$ cat src/rtl/mem_pkg.sv
// ============================================================================
// Package   : mem_pkg
// Purpose   : Shared types and constants for the load/store front end
//             (bus width codes, RV32 funct3 size codes, error codes, FSM states)
//             plus small request-classification helpers.
// Revision  : 1.0 - initial release
// ============================================================================
`default_nettype none

package mem_pkg;

  // Transfer size as presented on the bus
  typedef enum logic [1:0] {
    WB_B = 2'b00,
    WB_H = 2'b01,
    WB_W = 2'b10
  } wb_width_t;

  // RV32 load/store size and sign codes
  localparam logic [2:0] F3_B  = 3'b000;
  localparam logic [2:0] F3_H  = 3'b001;
  localparam logic [2:0] F3_W  = 3'b010;
  localparam logic [2:0] F3_BU = 3'b100;
  localparam logic [2:0] F3_HU = 3'b101;

  // Response error codes
  typedef enum logic [1:0] {
    ERR_NONE     = 2'b00,
    ERR_MISALIGN = 2'b01,
    ERR_FUNCT3   = 2'b10,
    ERR_TIMEOUT  = 2'b11
  } mem_err_t;

  // Front-end control states
  typedef enum logic [1:0] {
    S_IDLE = 2'b00,
    S_BUS  = 2'b01,
    S_RESP = 2'b10
  } mau_state_t;

  // Unknown size codes, and unsigned variants used with a store, are illegal
  function automatic logic f3_illegal(input logic [2:0] f3, input logic we);
    logic bad;
    bad = 1'b1;
    case (f3)
      F3_B, F3_H, F3_W: bad = 1'b0;
      F3_BU, F3_HU:     bad = we;
      default:          bad = 1'b1;
    endcase
    return bad;
  endfunction

  // Halfwords need an even address, words a 4-byte-aligned one
  function automatic logic f3_misaligned(input logic [2:0] f3, input logic [1:0] addr_lo);
    logic bad;
    bad = 1'b0;
    case (f3[1:0])
      2'b01:   bad = addr_lo[0];
      2'b10:   bad = (addr_lo != 2'b00);
      default: bad = 1'b0;
    endcase
    return bad;
  endfunction

endpackage

`default_nettype wire

$ cat src/rtl/wishbone_if.sv
// ============================================================================
// Interface : WISHBONE_IF
// Purpose   : Single-master bus bundle between the memory front end and
//             RAMBlock / other slaves. Byte placement is the slave's job.
// Revision  : 1.0 - initial release
// ============================================================================
`default_nettype none

interface WISHBONE_IF (
  input logic iClk,
  input logic nRst
);

  logic        cyc;
  logic        stb;
  logic        we;
  logic [31:0] addr;
  logic [1:0]  width;
  logic [31:0] data_write;
  logic [31:0] data_read;
  logic        ack;

  modport master (
    input  iClk, nRst, data_read, ack,
    output cyc, stb, we, addr, width, data_write
  );

  modport slave (
    input  iClk, nRst, cyc, stb, we, addr, width, data_write,
    output data_read, ack
  );

endinterface

`default_nettype wire

$ cat src/rtl/mem_load_extend.sv
// ============================================================================
// Module    : mem_load_extend
// Purpose   : Combinational load-data extension. Takes LSB-aligned bus read
//             data and sign- or zero-extends it according to the RV32 funct3.
//             Shared with the instruction-fetch side.
// Revision  : 1.0 - initial release
// ============================================================================
`default_nettype none

module mem_load_extend
  import mem_pkg::*;
(
  input  logic [2:0]  funct3,
  input  logic [31:0] data_read,
  output logic [31:0] rdata
);

  // Select extension by size/sign code; words and anything else pass through
  always_comb begin
    rdata = data_read;
    case (funct3)
      F3_B:    rdata = {{24{data_read[7]}},  data_read[7:0]};
      F3_H:    rdata = {{16{data_read[15]}}, data_read[15:0]};
      F3_BU:   rdata = {24'h000000, data_read[7:0]};
      F3_HU:   rdata = {16'h0000,   data_read[15:0]};
      default: rdata = data_read;
    endcase
  end

endmodule

`default_nettype wire

$ cat src/rtl/mem_access_unit.sv
// ============================================================================
// Module    : mem_access_unit
// Purpose   : Load/store front end between the CPU memory stage and a
//             WISHBONE master port. One request at a time: classify, run one
//             bus cycle with a bounded ack wait, return extended data or an
//             error code as a one-cycle response strobe.
// Revision  : 1.0 - initial release
// ============================================================================
`default_nettype none

module mem_access_unit
  import mem_pkg::*;
#(
  parameter int TIMEOUT = 16
) (
  input  logic        iClk,
  input  logic        nRst,
  input  logic        req_valid,
  output logic        req_ready,
  input  logic        req_we,
  input  logic [2:0]  req_funct3,
  input  logic [31:0] req_addr,
  input  logic [31:0] req_wdata,
  output logic        rsp_valid,
  output logic [31:0] rsp_rdata,
  output logic        rsp_err,
  output logic [1:0]  rsp_err_code,
  WISHBONE_IF.master  mem_wb
);

  // Counter just wide enough to reach TIMEOUT-1
  localparam int              CNT_W      = (TIMEOUT > 2) ? $clog2(TIMEOUT) : 1;
  localparam logic [CNT_W-1:0] c_cnt_last = CNT_W'(TIMEOUT - 1);

  mau_state_t       r_state;
  logic [CNT_W-1:0] r_cnt;
  logic [2:0]       r_funct3;

  logic             r_cyc;
  logic             r_stb;
  logic             r_we;
  logic [31:0]      r_addr;
  wb_width_t        r_width;
  logic [31:0]      r_wdata;

  logic             r_rsp_valid;
  logic [31:0]      r_rsp_rdata;
  logic             r_rsp_err;
  mem_err_t         r_rsp_code;

  logic             w_illegal;
  logic             w_misalign;
  logic [31:0]      w_ext_rdata;

  // Request classification; illegal funct3 outranks misalignment
  assign w_illegal  = f3_illegal(req_funct3, req_we);
  assign w_misalign = f3_misaligned(req_funct3, req_addr[1:0]);

  assign req_ready  = (r_state == S_IDLE);

  // The low address bits stay on the held bus address, so extension only
  // needs funct3 and the LSB-aligned read data
  mem_load_extend u_extend (
    .funct3    (r_funct3),
    .data_read (mem_wb.data_read),
    .rdata     (w_ext_rdata)
  );

  // Control FSM, bus output registers, timeout counter and response registers
  always_ff @(posedge iClk or negedge nRst) begin
    if (!nRst) begin
      r_state     <= S_IDLE;
      r_cnt       <= '0;
      r_funct3    <= 3'b000;
      r_cyc       <= 1'b0;
      r_stb       <= 1'b0;
      r_we        <= 1'b0;
      r_addr      <= 32'h0;
      r_width     <= WB_B;
      r_wdata     <= 32'h0;
      r_rsp_valid <= 1'b0;
      r_rsp_rdata <= 32'h0;
      r_rsp_err   <= 1'b0;
      r_rsp_code  <= ERR_NONE;
    end else begin
      // Strobe is single-cycle; data/err/code hold their last value
      r_rsp_valid <= 1'b0;
      case (r_state)
        S_IDLE: begin
          if (req_valid) begin
            if (w_illegal) begin
              r_state     <= S_RESP;
              r_rsp_valid <= 1'b1;
              r_rsp_rdata <= 32'h0;
              r_rsp_err   <= 1'b1;
              r_rsp_code  <= ERR_FUNCT3;
            end else if (w_misalign) begin
              r_state     <= S_RESP;
              r_rsp_valid <= 1'b1;
              r_rsp_rdata <= 32'h0;
              r_rsp_err   <= 1'b1;
              r_rsp_code  <= ERR_MISALIGN;
            end else begin
              r_state  <= S_BUS;
              r_cnt    <= '0;
              r_funct3 <= req_funct3;
              r_cyc    <= 1'b1;
              r_stb    <= 1'b1;
              r_we     <= req_we;
              r_addr   <= req_addr;
              r_width  <= wb_width_t'(req_funct3[1:0]);
              r_wdata  <= req_wdata;
            end
          end
        end

        S_BUS: begin
          // Ack is checked first so a last-cycle ack still completes normally
          if (mem_wb.ack) begin
            r_state     <= S_RESP;
            r_cyc       <= 1'b0;
            r_stb       <= 1'b0;
            r_we        <= 1'b0;
            r_rsp_valid <= 1'b1;
            r_rsp_rdata <= r_we ? 32'h0 : w_ext_rdata;
            r_rsp_err   <= 1'b0;
            r_rsp_code  <= ERR_NONE;
          end else if (r_cnt == c_cnt_last) begin
            r_state     <= S_RESP;
            r_cyc       <= 1'b0;
            r_stb       <= 1'b0;
            r_we        <= 1'b0;
            r_rsp_valid <= 1'b1;
            r_rsp_rdata <= 32'h0;
            r_rsp_err   <= 1'b1;
            r_rsp_code  <= ERR_TIMEOUT;
          end else begin
            r_cnt <= r_cnt + 1'b1;
          end
        end

        S_RESP: begin
          r_state <= S_IDLE;
        end

        default: begin
          r_state <= S_IDLE;
        end
      endcase
    end
  end

  assign mem_wb.cyc        = r_cyc;
  assign mem_wb.stb        = r_stb;
  assign mem_wb.we         = r_we;
  assign mem_wb.addr       = r_addr;
  assign mem_wb.width      = r_width;
  assign mem_wb.data_write = r_wdata;

  assign rsp_valid    = r_rsp_valid;
  assign rsp_rdata    = r_rsp_rdata;
  assign rsp_err      = r_rsp_err;
  assign rsp_err_code = r_rsp_code;

endmodule

`default_nettype wire

$ cat src/flat_wrapper.sv
// flat-port wrapper written by rule: the top's interface ports become plain ports
module mem_access_unit_flat import mem_pkg::*;
#(
  parameter int TIMEOUT = 16
)
  (iClk, nRst, req_valid, req_ready, req_we, req_funct3, req_addr, req_wdata, rsp_valid, rsp_rdata, rsp_err, rsp_err_code, mem_wb_data_read, mem_wb_ack, mem_wb_cyc, mem_wb_stb, mem_wb_we, mem_wb_addr, mem_wb_width, mem_wb_data_write);
  WISHBONE_IF mem_wb_i (.iClk(iClk), .nRst(nRst));
  input  logic iClk;
  input  logic nRst;
  input  logic req_valid;
  output logic req_ready;
  input  logic req_we;
  input  logic [2:0] req_funct3;
  input  logic [31:0] req_addr;
  input  logic [31:0] req_wdata;
  output logic rsp_valid;
  output logic [31:0] rsp_rdata;
  output logic rsp_err;
  output logic [1:0] rsp_err_code;
  input wire logic [$bits(mem_wb_i.data_read)-1:0] mem_wb_data_read;
  input wire logic [$bits(mem_wb_i.ack)-1:0] mem_wb_ack;
  output wire logic [$bits(mem_wb_i.cyc)-1:0] mem_wb_cyc;
  output wire logic [$bits(mem_wb_i.stb)-1:0] mem_wb_stb;
  output wire logic [$bits(mem_wb_i.we)-1:0] mem_wb_we;
  output wire logic [$bits(mem_wb_i.addr)-1:0] mem_wb_addr;
  output wire logic [$bits(mem_wb_i.width)-1:0] mem_wb_width;
  output wire logic [$bits(mem_wb_i.data_write)-1:0] mem_wb_data_write;
  assign mem_wb_i.data_read = mem_wb_data_read;
  assign mem_wb_i.ack = mem_wb_ack;
  assign mem_wb_cyc = mem_wb_i.cyc;
  assign mem_wb_stb = mem_wb_i.stb;
  assign mem_wb_we = mem_wb_i.we;
  assign mem_wb_addr = mem_wb_i.addr;
  assign mem_wb_width = mem_wb_i.width;
  assign mem_wb_data_write = mem_wb_i.data_write;
  mem_access_unit #(.TIMEOUT(TIMEOUT)) u_core (.iClk(iClk), .nRst(nRst), .req_valid(req_valid), .req_ready(req_ready), .req_we(req_we), .req_funct3(req_funct3), .req_addr(req_addr), .req_wdata(req_wdata), .rsp_valid(rsp_valid), .rsp_rdata(rsp_rdata), .rsp_err(rsp_err), .rsp_err_code(rsp_err_code), .mem_wb(mem_wb_i));
endmodule
$ cat config.mk
export PLATFORM = sky130hd
export DESIGN_NAME = mem_access_unit_flat
export DESIGN_NICKNAME = d
export VERILOG_FILES = /design/src/rtl/mem_pkg.sv /design/src/rtl/wishbone_if.sv /design/src/rtl/mem_load_extend.sv /design/src/rtl/mem_access_unit.sv /design/src/flat_wrapper.sv
export SDC_FILE = /design/constraint.sdc
export NUM_CORES = 1
export LEC_CHECK = 0
export CAP_MARGIN = 0
export CORE_MARGIN = 5
export CORE_UTILIZATION = 42
export CTS_CLUSTER_DIAMETER = 120
export DETAILED_ROUTE_END_ITERATION = 6
export PLACE_DENSITY_LB_ADDON = 0.15
export SETUP_SLACK_MARGIN = 0.4
export SYNTH_ARGS = -nofsm -noshare
export SYNTH_HDL_FRONTEND = slang
export SYNTH_SLANG_ARGS = --single-unit
$ cat constraint.sdc
create_clock -name iClk -period 2.43 [get_ports iClk]
set_input_delay 0.6075 -clock iClk [delete_from_list [all_inputs] [get_ports iClk]]
set_output_delay 0.6075 -clock iClk [all_outputs]
set_load 0.005 [all_outputs]
### Word level (Yosys, flattened, before mapping)

Cells that the tools add are included.

| word-level totals | value |
|---|---|
| output and inout port bits | 106 |
| input bits | 104 |
| register bits | 113 |
| logic and storage cells | 95 |

| operators by class | value |
|---|---|
| equality and inequality tests | 18 |
| muxes and demuxes | 50 |
| reduce and logical (&&, ||, !) cells | 12 |
| bitwise gates (word level) | 2 |
| add/subtract/negate cells | 1 |

Operator list:

| cell | count |
|---|---|
| $mux W32 | 6 |
| $pmux W32 S4 | 1 |
| $pmux W32 S2 | 1 |
| $mux W2 | 10 |
| $mux W4 | 5 |
| $mux W1 | 18 |
| $eq A3 B3 Y1 const B | 4 |
| $pmux W1 S2 | 6 |
| $ne A2 B2 Y1 const B | 5 |
| $pmux W2 S2 | 2 |
| $pmux W4 S2 | 1 |
| $reduce_and A4 Y1 | 2 |
| $eq A3 B1 Y1 const B | 2 |
| $logic_not A3 Y1 | 2 |
| $reduce_and A6 Y1 | 1 |
| $reduce_and A5 Y1 | 1 |
| $add A4 B1 Y4 const B | 1 |
| $eq A2 B1 Y1 const B | 2 |
| $eq A4 B4 Y1 const B | 1 |
| $reduce_bool A2 Y1 | 2 |
| $eq A3 B2 Y1 const B | 1 |
| $ne A3 B1 Y1 const B | 1 |
| $ne A3 B2 Y1 const B | 1 |
| $reduce_or A3 Y1 | 1 |
| other kinds (5) | 6 |

### Depth between registers and ports, before layout

| depth | value |
|---|---|
| word-level depth | 6 |
| mapped depth | 8 |
| gate-level depth less buffers | 6 |

### By module

From an unflattened synthesis, not the netlist that was laid out.

| unflattened totals | value |
|---|---|
| cells, all modules | 350 |
| area, all modules | 4714.5 sq um |

By module, submodules not included:

| module | area each (sq um) | times used | cells each | seq. area each (sq um) |
|---|---|---|---|---|
| mem_access_unit | 4359.2 | 1 | 283 | 2777.7 |
| mem_load_extend | 355.3 | 1 | 67 | 0.0 |

### Worst setup path before layout

Ideal clock, no wire load.

| timing | value |
|---|---|
| path kind | input to register |
| start | input port req_funct3[1] |
| end | register u_core.r_addr[0] (netlist: u_core.mem_wb.addr[0]) |
| stages | 8 |
| data arrival time | 1968 ps |
| buffers on the path | 2 |
| required time | 2305 ps |
| library setup time | 125 ps |
| setup slack | 336 ps |
| path through | inv_1 -> ha_1 -> o21bai_1 -> a21o_1 -> a211o_1 -> buf_4 -> buf_6 -> mux2_4 |

| between the ends | value |
|---|---|
| longest elaborated chain between the ends | 5 |
| elaborated cells between the ends (all ways) | 14 |
| those cells by class | 6 x eq/ne; 2 x mux; 2 x bitwise; 4 x reduce/logical |

RTL lines:

| element | RTL line | text |
|---|---|---|
| start: declaration | flat_wrapper.sv:13 | `input logic [2:0] req_funct3;` |
| $eq A3 B1 Y1, or another cell as far along | mem_pkg.sv:45 | `case (f3)` |
| $reduce_or A3 Y1 or $reduce_or A2 Y1 (tied branches) | mem_pkg.sv:45 |  |
| $pmux W1 S2 | mem_pkg.sv:45 |  |
| $not A1 Y1 (no source line) | -- |  |
| $reduce_and A4 Y1 (no source line) (*) | -- |  |
| end signal: assignment | mem_access_unit.sv:110 | `r_addr <= req_addr;` |
| end: declaration | mem_access_unit.sv:42 | `logic [31:0] r_addr;` |

Mark *: on every way between the ends. The rest lies on a longest branch, timed or not.
A chain may end at the register's enable or synchronous reset.

==> run_summary.xml <==
<?xml version="1.0" encoding="UTF-8"?>
<metrics>
  <group name="status">
    <metric name="outcome" unit="">finished, final reports clean</metric>
  </group>
  <group name="grt">
    <metric name="grt_max_degree" unit="">61</metric>
    <metric name="gr-total-overflow" unit="">0</metric>
    <metric name="first_pass_grt_wire_length" unit="mm">20.82</metric>
    <metric name="antenna_found_initial" unit="">1</metric>
    <metric name="grt_use_total" unit="">0.2012</metric>
    <metric name="first_global_vias" unit="">3810</metric>
  </group>
  <group name="floorplanning">
    <metric name="die_height" unit="µm">116.4</metric>
    <metric name="start_util" unit="">0.4332</metric>
    <metric name="io_pins" unit="">210</metric>
    <metric name="floorplan.core_area" unit="mm²">0.01098</metric>
    <metric name="chipWidth" unit="µm">116.4</metric>
    <metric name="die-area" unit="mm²">0.01356</metric>
    <metric name="floorplan.rows" unit="">38</metric>
  </group>
  <group name="yosys">
    <metric name="ys_dominant_reg_cell" unit="">sky130_fd_sc_hd__dfrtp_1</metric>
    <metric name="post_synth_inst_count" unit="">322</metric>
    <metric name="async_flop_share" unit="">1.000</metric>
    <metric name="synth.net_count" unit="">430</metric>
    <metric name="synth.ff_latch_count" unit="">111</metric>
    <metric name="ys.warnings.count" unit="">0</metric>
    <metric name="synth.yosys.seq_area_share" unit="">0.5837</metric>
    <metric name="synthDominantCellAreaShare" unit="">0.5837</metric>
    <metric name="post-synth-top-area-cell" unit="">sky130_fd_sc_hd__dfrtp_1</metric>
    <metric name="yosysUniqueCellTypes" unit="">36</metric>
    <metric name="yosys-top-cells-area" unit="">sky130_fd_sc_hd__dfrtp_1 (58%), sky130_fd_sc_hd__mux2_4 (20%), sky130_fd_sc_hd__a22o_1 (2.9%), sky130_fd_sc_hd__o2bb2ai_1 (2.9%), sky130_fd_sc_hd__nor2b_1 (2.2%)</metric>
    <metric name="number_of_flops_mapped_to_enable_cells_by_yosys" unit="">0</metric>
    <metric name="synth_area_per_cell" unit="µm²">14.78</metric>
    <metric name="syn-cell-area" unit="mm²">0.004758</metric>
  </group>
  <group name="final_layout">
    <metric name="drive_gt1_frac" unit="">0.2482</metric>
    <metric name="final_cell_count_no_fill" unit="">701</metric>
    <metric name="final_util" unit="">0.7000</metric>
    <metric name="synth_to_layout_area_growth" unit="%">61.58</metric>
    <metric name="fillCellCount" unit="">799</metric>
    <metric name="layout.cells.most_common" unit="">sky130_fd_sc_hd__clkdlybuf4s50_1</metric>
    <metric name="nNetsFinal" unit="">663</metric>
    <metric name="final_cell_mix" unit="">sky130_fd_sc_hd__clkdlybuf4s50_1 (202), sky130_fd_sc_hd__dfrtp_1 (109), sky130_fd_sc_hd__mux2_4 (64)</metric>
  </group>
  <group name="setup_path">
    <metric name="critPathCaptureType" unit="">output port</metric>
    <metric name="worst_path_max_delay_cell" unit="">sky130_fd_sc_hd__clkdlybuf4s50_1</metric>
    <metric name="timing.critical_path.slowest_cell_delay" unit="ns">0.54</metric>
    <metric name="cell_by_cell_trace_of_the_critical_path" unit="">clkdlybuf4s50_1</metric>
    <metric name="timing_worst_setup_path_type" unit="">reg -&gt; out</metric>
    <metric name="crit_start" unit="">u_core.r_funct3[0]</metric>
    <metric name="cp_num_buf_inv" unit="">1</metric>
    <metric name="maximum_fanout_count_along_the_critical_path" unit="">12</metric>
    <metric name="critPathLaunchType" unit="">flip-flop</metric>
    <metric name="timing.rr.start" unit="">u_core.r_cnt[0]</metric>
    <metric name="required" unit="ns">1.82</metric>
    <metric name="cp_data_arrival_time" unit="ns">1.38</metric>
    <metric name="critPathTopFamily" unit="">buffers and inverters</metric>
  </group>
  <group name="routing">
    <metric name="via_cell_ratio" unit="">4.957</metric>
    <metric name="drt_pass1_iterations" unit="">4</metric>
    <metric name="vias" unit="">3475</metric>
    <metric name="ant_nets" unit="">0</metric>
    <metric name="post-route-drc-count" unit="">0</metric>
    <metric name="post_drt_wl_per_cell" unit="µm">19.07</metric>
    <metric name="drtIter0Drc" unit="">247</metric>
    <metric name="routed_wirelength" unit="mm">13.37</metric>
  </group>
  <group name="clocking">
    <metric name="clk_path_buf_depth" unit="">2</metric>
    <metric name="htree_levels" unit="">3</metric>
    <metric name="cts_hold_buffers" unit="">0</metric>
    <metric name="clock_sinks" unit="">111</metric>
    <metric name="tritoncts.num_buffers" unit="">9</metric>
    <metric name="buffer_type_at_the_clock_tree_root" unit="">sky130_fd_sc_hd__clkbuf_16</metric>
    <metric name="cts_tree" unit="">built</metric>
    <metric name="clk-insertion-delay-late" unit="ns">0.36</metric>
    <metric name="clk_pin_slew" unit="ns">0.07</metric>
  </group>
  <group name="power_and_ir_drop">
    <metric name="leakage" unit="nW">3.590</metric>
    <metric name="irDropWorstVdd" unit="mV">0.9217</metric>
    <metric name="power_frac_comb" unit="">0.415</metric>
    <metric name="power_report.internal_total" unit="W">0.005684</metric>
    <metric name="p_clk_frac" unit="">0.202</metric>
    <metric name="power_density" unit="mW/mm²">1008</metric>
    <metric name="p_switching" unit="W">0.002067</metric>
    <metric name="seq_power_share" unit="">0.383</metric>
    <metric name="switching_share" unit="">0.2666</metric>
  </group>
  <group name="placed_design">
    <metric name="place.gp.congestion" unit="">0.8125</metric>
    <metric name="buffer_ports.inserted" unit="">209</metric>
    <metric name="place.detailed.instances" unit="">671</metric>
    <metric name="post-dp-hpwl" unit="mm">9.336</metric>
  </group>
  <group name="timing">
    <metric name="grt_setup_unrepaired" unit="">no</metric>
    <metric name="report.final.setup_viol" unit="">0</metric>
    <metric name="final.setup.tns" unit="ns">0</metric>
    <metric name="period_minus_slack" unit="ns">1.987</metric>
    <metric name="timing.max_slew.rel_slack" unit="">0.5176</metric>
    <metric name="hold_ws" unit="ns">0.04924</metric>
    <metric name="timing.final.crit_share" unit="">0.8178</metric>
    <metric name="tightest_slew" unit="ns">0.7235</metric>
    <metric name="maxSlewViolCount" unit="">0</metric>
    <metric name="achievable-frequency" unit="MHz">503.2</metric>
    <metric name="final.setup_skew" unit="ns">0.009101</metric>
    <metric name="hold_violations" unit="">0</metric>
  </group>
  <group name="min_path">
    <metric name="timing.hold.worst.class" unit="">in -&gt; async</metric>
  </group>
  <group name="flow_run">
    <metric name="reported_max_cap_violation_count" unit="">0</metric>
  </group>
</metrics>
-- through the flow --
stage               area, µm²  setup slack (ns)  power (W)
finish                   7689            0.4428   0.007751
global route             7689            0.4012   0.008170
CTS                      7675            0.4303   0.007830
detailed placement       7136           -0.2424   0.006113
global placement         7136           -0.1644   0.006050
floorplan                4817            0.4005   0.004245
-- registers in the layout, summed over array words and instances (netlist names) --
name	cells
u_core.mem_wb.data_write	32
u_core.mem_wb.we	1
u_core.mem_wb.cyc	1
u_core.r_cnt	4
u_core.rsp_err_code	2
u_core.r_funct3	3
u_core.rsp_valid	1
u_core.mem_wb.addr	32
u_core.rsp_err	1
u_core.rsp_rdata	32
u_core.r_state	2
-- what timing repair did --
| item | 4_1_cts | 5_1_grt |
|---|---|---|
| gates resized for setup | 25 | 2 |
| cloned | 4 | 0 |
| setup buffers | 8 | 1 |
| setup endpoints to repair | 109 | 32 |
| pin swaps | 6 | 2 |
-- path summary, 6_finish.rpt --
check,to,slack (ns),depth (start not counted)
min,u_core.mem_wb.data_write[10],0.05,1
max in group asynchronous,u_core.r_state[1],1.85,2
min reg2reg,u_core.rsp_rdata[26],0.49,1
max,mem_wb_width[0],0.44,1
min in group iClk,u_core.rsp_rdata[26],0.49,1
max reg2reg,u_core.rsp_err_code[1],0.53,6
-- cell type report --
type | instances | area, µm² | share of cell area
clock inverter | 4 | 52.55 | 0.006835
inverter | 8 | 30.03 | 0.003906
clock buffer | 12 | 266.5 | 0.03466
antenna | 1 | 2.502 | 0.0003255
tap | 140 | 175.2 | 0.02278
timing repair buffer | 244 | 2525 | 0.3284
sequential | 111 | 2780 | 0.3616
multi-input combinational | 181 | 1857 | 0.2415
-- synthesized netlist by cell type, types with 2 or more instances --
| cell type | count |
|---|---|
| sky130_fd_sc_hd__dfrtp_1 | 111 |
| sky130_fd_sc_hd__a22o_1 | 16 |
| sky130_fd_sc_hd__o2bb2ai_1 | 16 |
| sky130_fd_sc_hd__buf_4 | 4 |
| sky130_fd_sc_hd__mux2_2 | 5 |
| sky130_fd_sc_hd__ha_1 | 4 |
| sky130_fd_sc_hd__buf_6 | 7 |
| sky130_fd_sc_hd__a21oi_1 | 2 |
| sky130_fd_sc_hd__o21bai_1 | 2 |
| sky130_fd_sc_hd__nor2_1 | 4 |
| sky130_fd_sc_hd__clkbuf_1 | 6 |
| sky130_fd_sc_hd__nor2b_1 | 17 |
| sky130_fd_sc_hd__inv_1 | 8 |
| sky130_fd_sc_hd__mux2_4 | 64 |
| sky130_fd_sc_hd__o21ai_0 | 12 |
| sky130_fd_sc_hd__nand2_1 | 16 |
| sky130_fd_sc_hd__mux2i_1 | 2 |
| sky130_fd_sc_hd__a21o_1 | 3 |
| sky130_fd_sc_hd__nor3_1 | 2 |
| sky130_fd_sc_hd__buf_2 | 5 |
-- kinds of logic after synthesis --
family,after synthesis,synth area share
flip-flops,111,0.5837
multiplexers,71,0.2180
AO/OA/AOI/OAI,58,0.09335
AND/OR/NAND/NOR,47,0.05338
buffers and inverters,30,0.03918
adder cells (fa/ha/maj),4,0.01052
XOR/XNOR,1,0.001841
-- power groups by stage --
stage,sequential (W),clock [W],combinational [W]
3_5_place_dp,0.00299,0,0.00312
5_1_grt,0.00306,0.00168,0.00342
4_1_cts,0.00297,0.00161,0.00326
2_1_floorplan,0.00298,0,0.00127
3_3_place_gp,0.00299,0,0.00306
6_report,0.00297,0.00157,0.00321
-- layer usage --
metal	track usage	vias to the layer above	wire, µm
met5	0	-	0
met4	0.04563	0	166
met3	0.07565	13	1099
met2	0.3391	132	6681
met1	0.2470	1721	5420
li1	-	1609	-
Power figures use the tool's default switching activity.
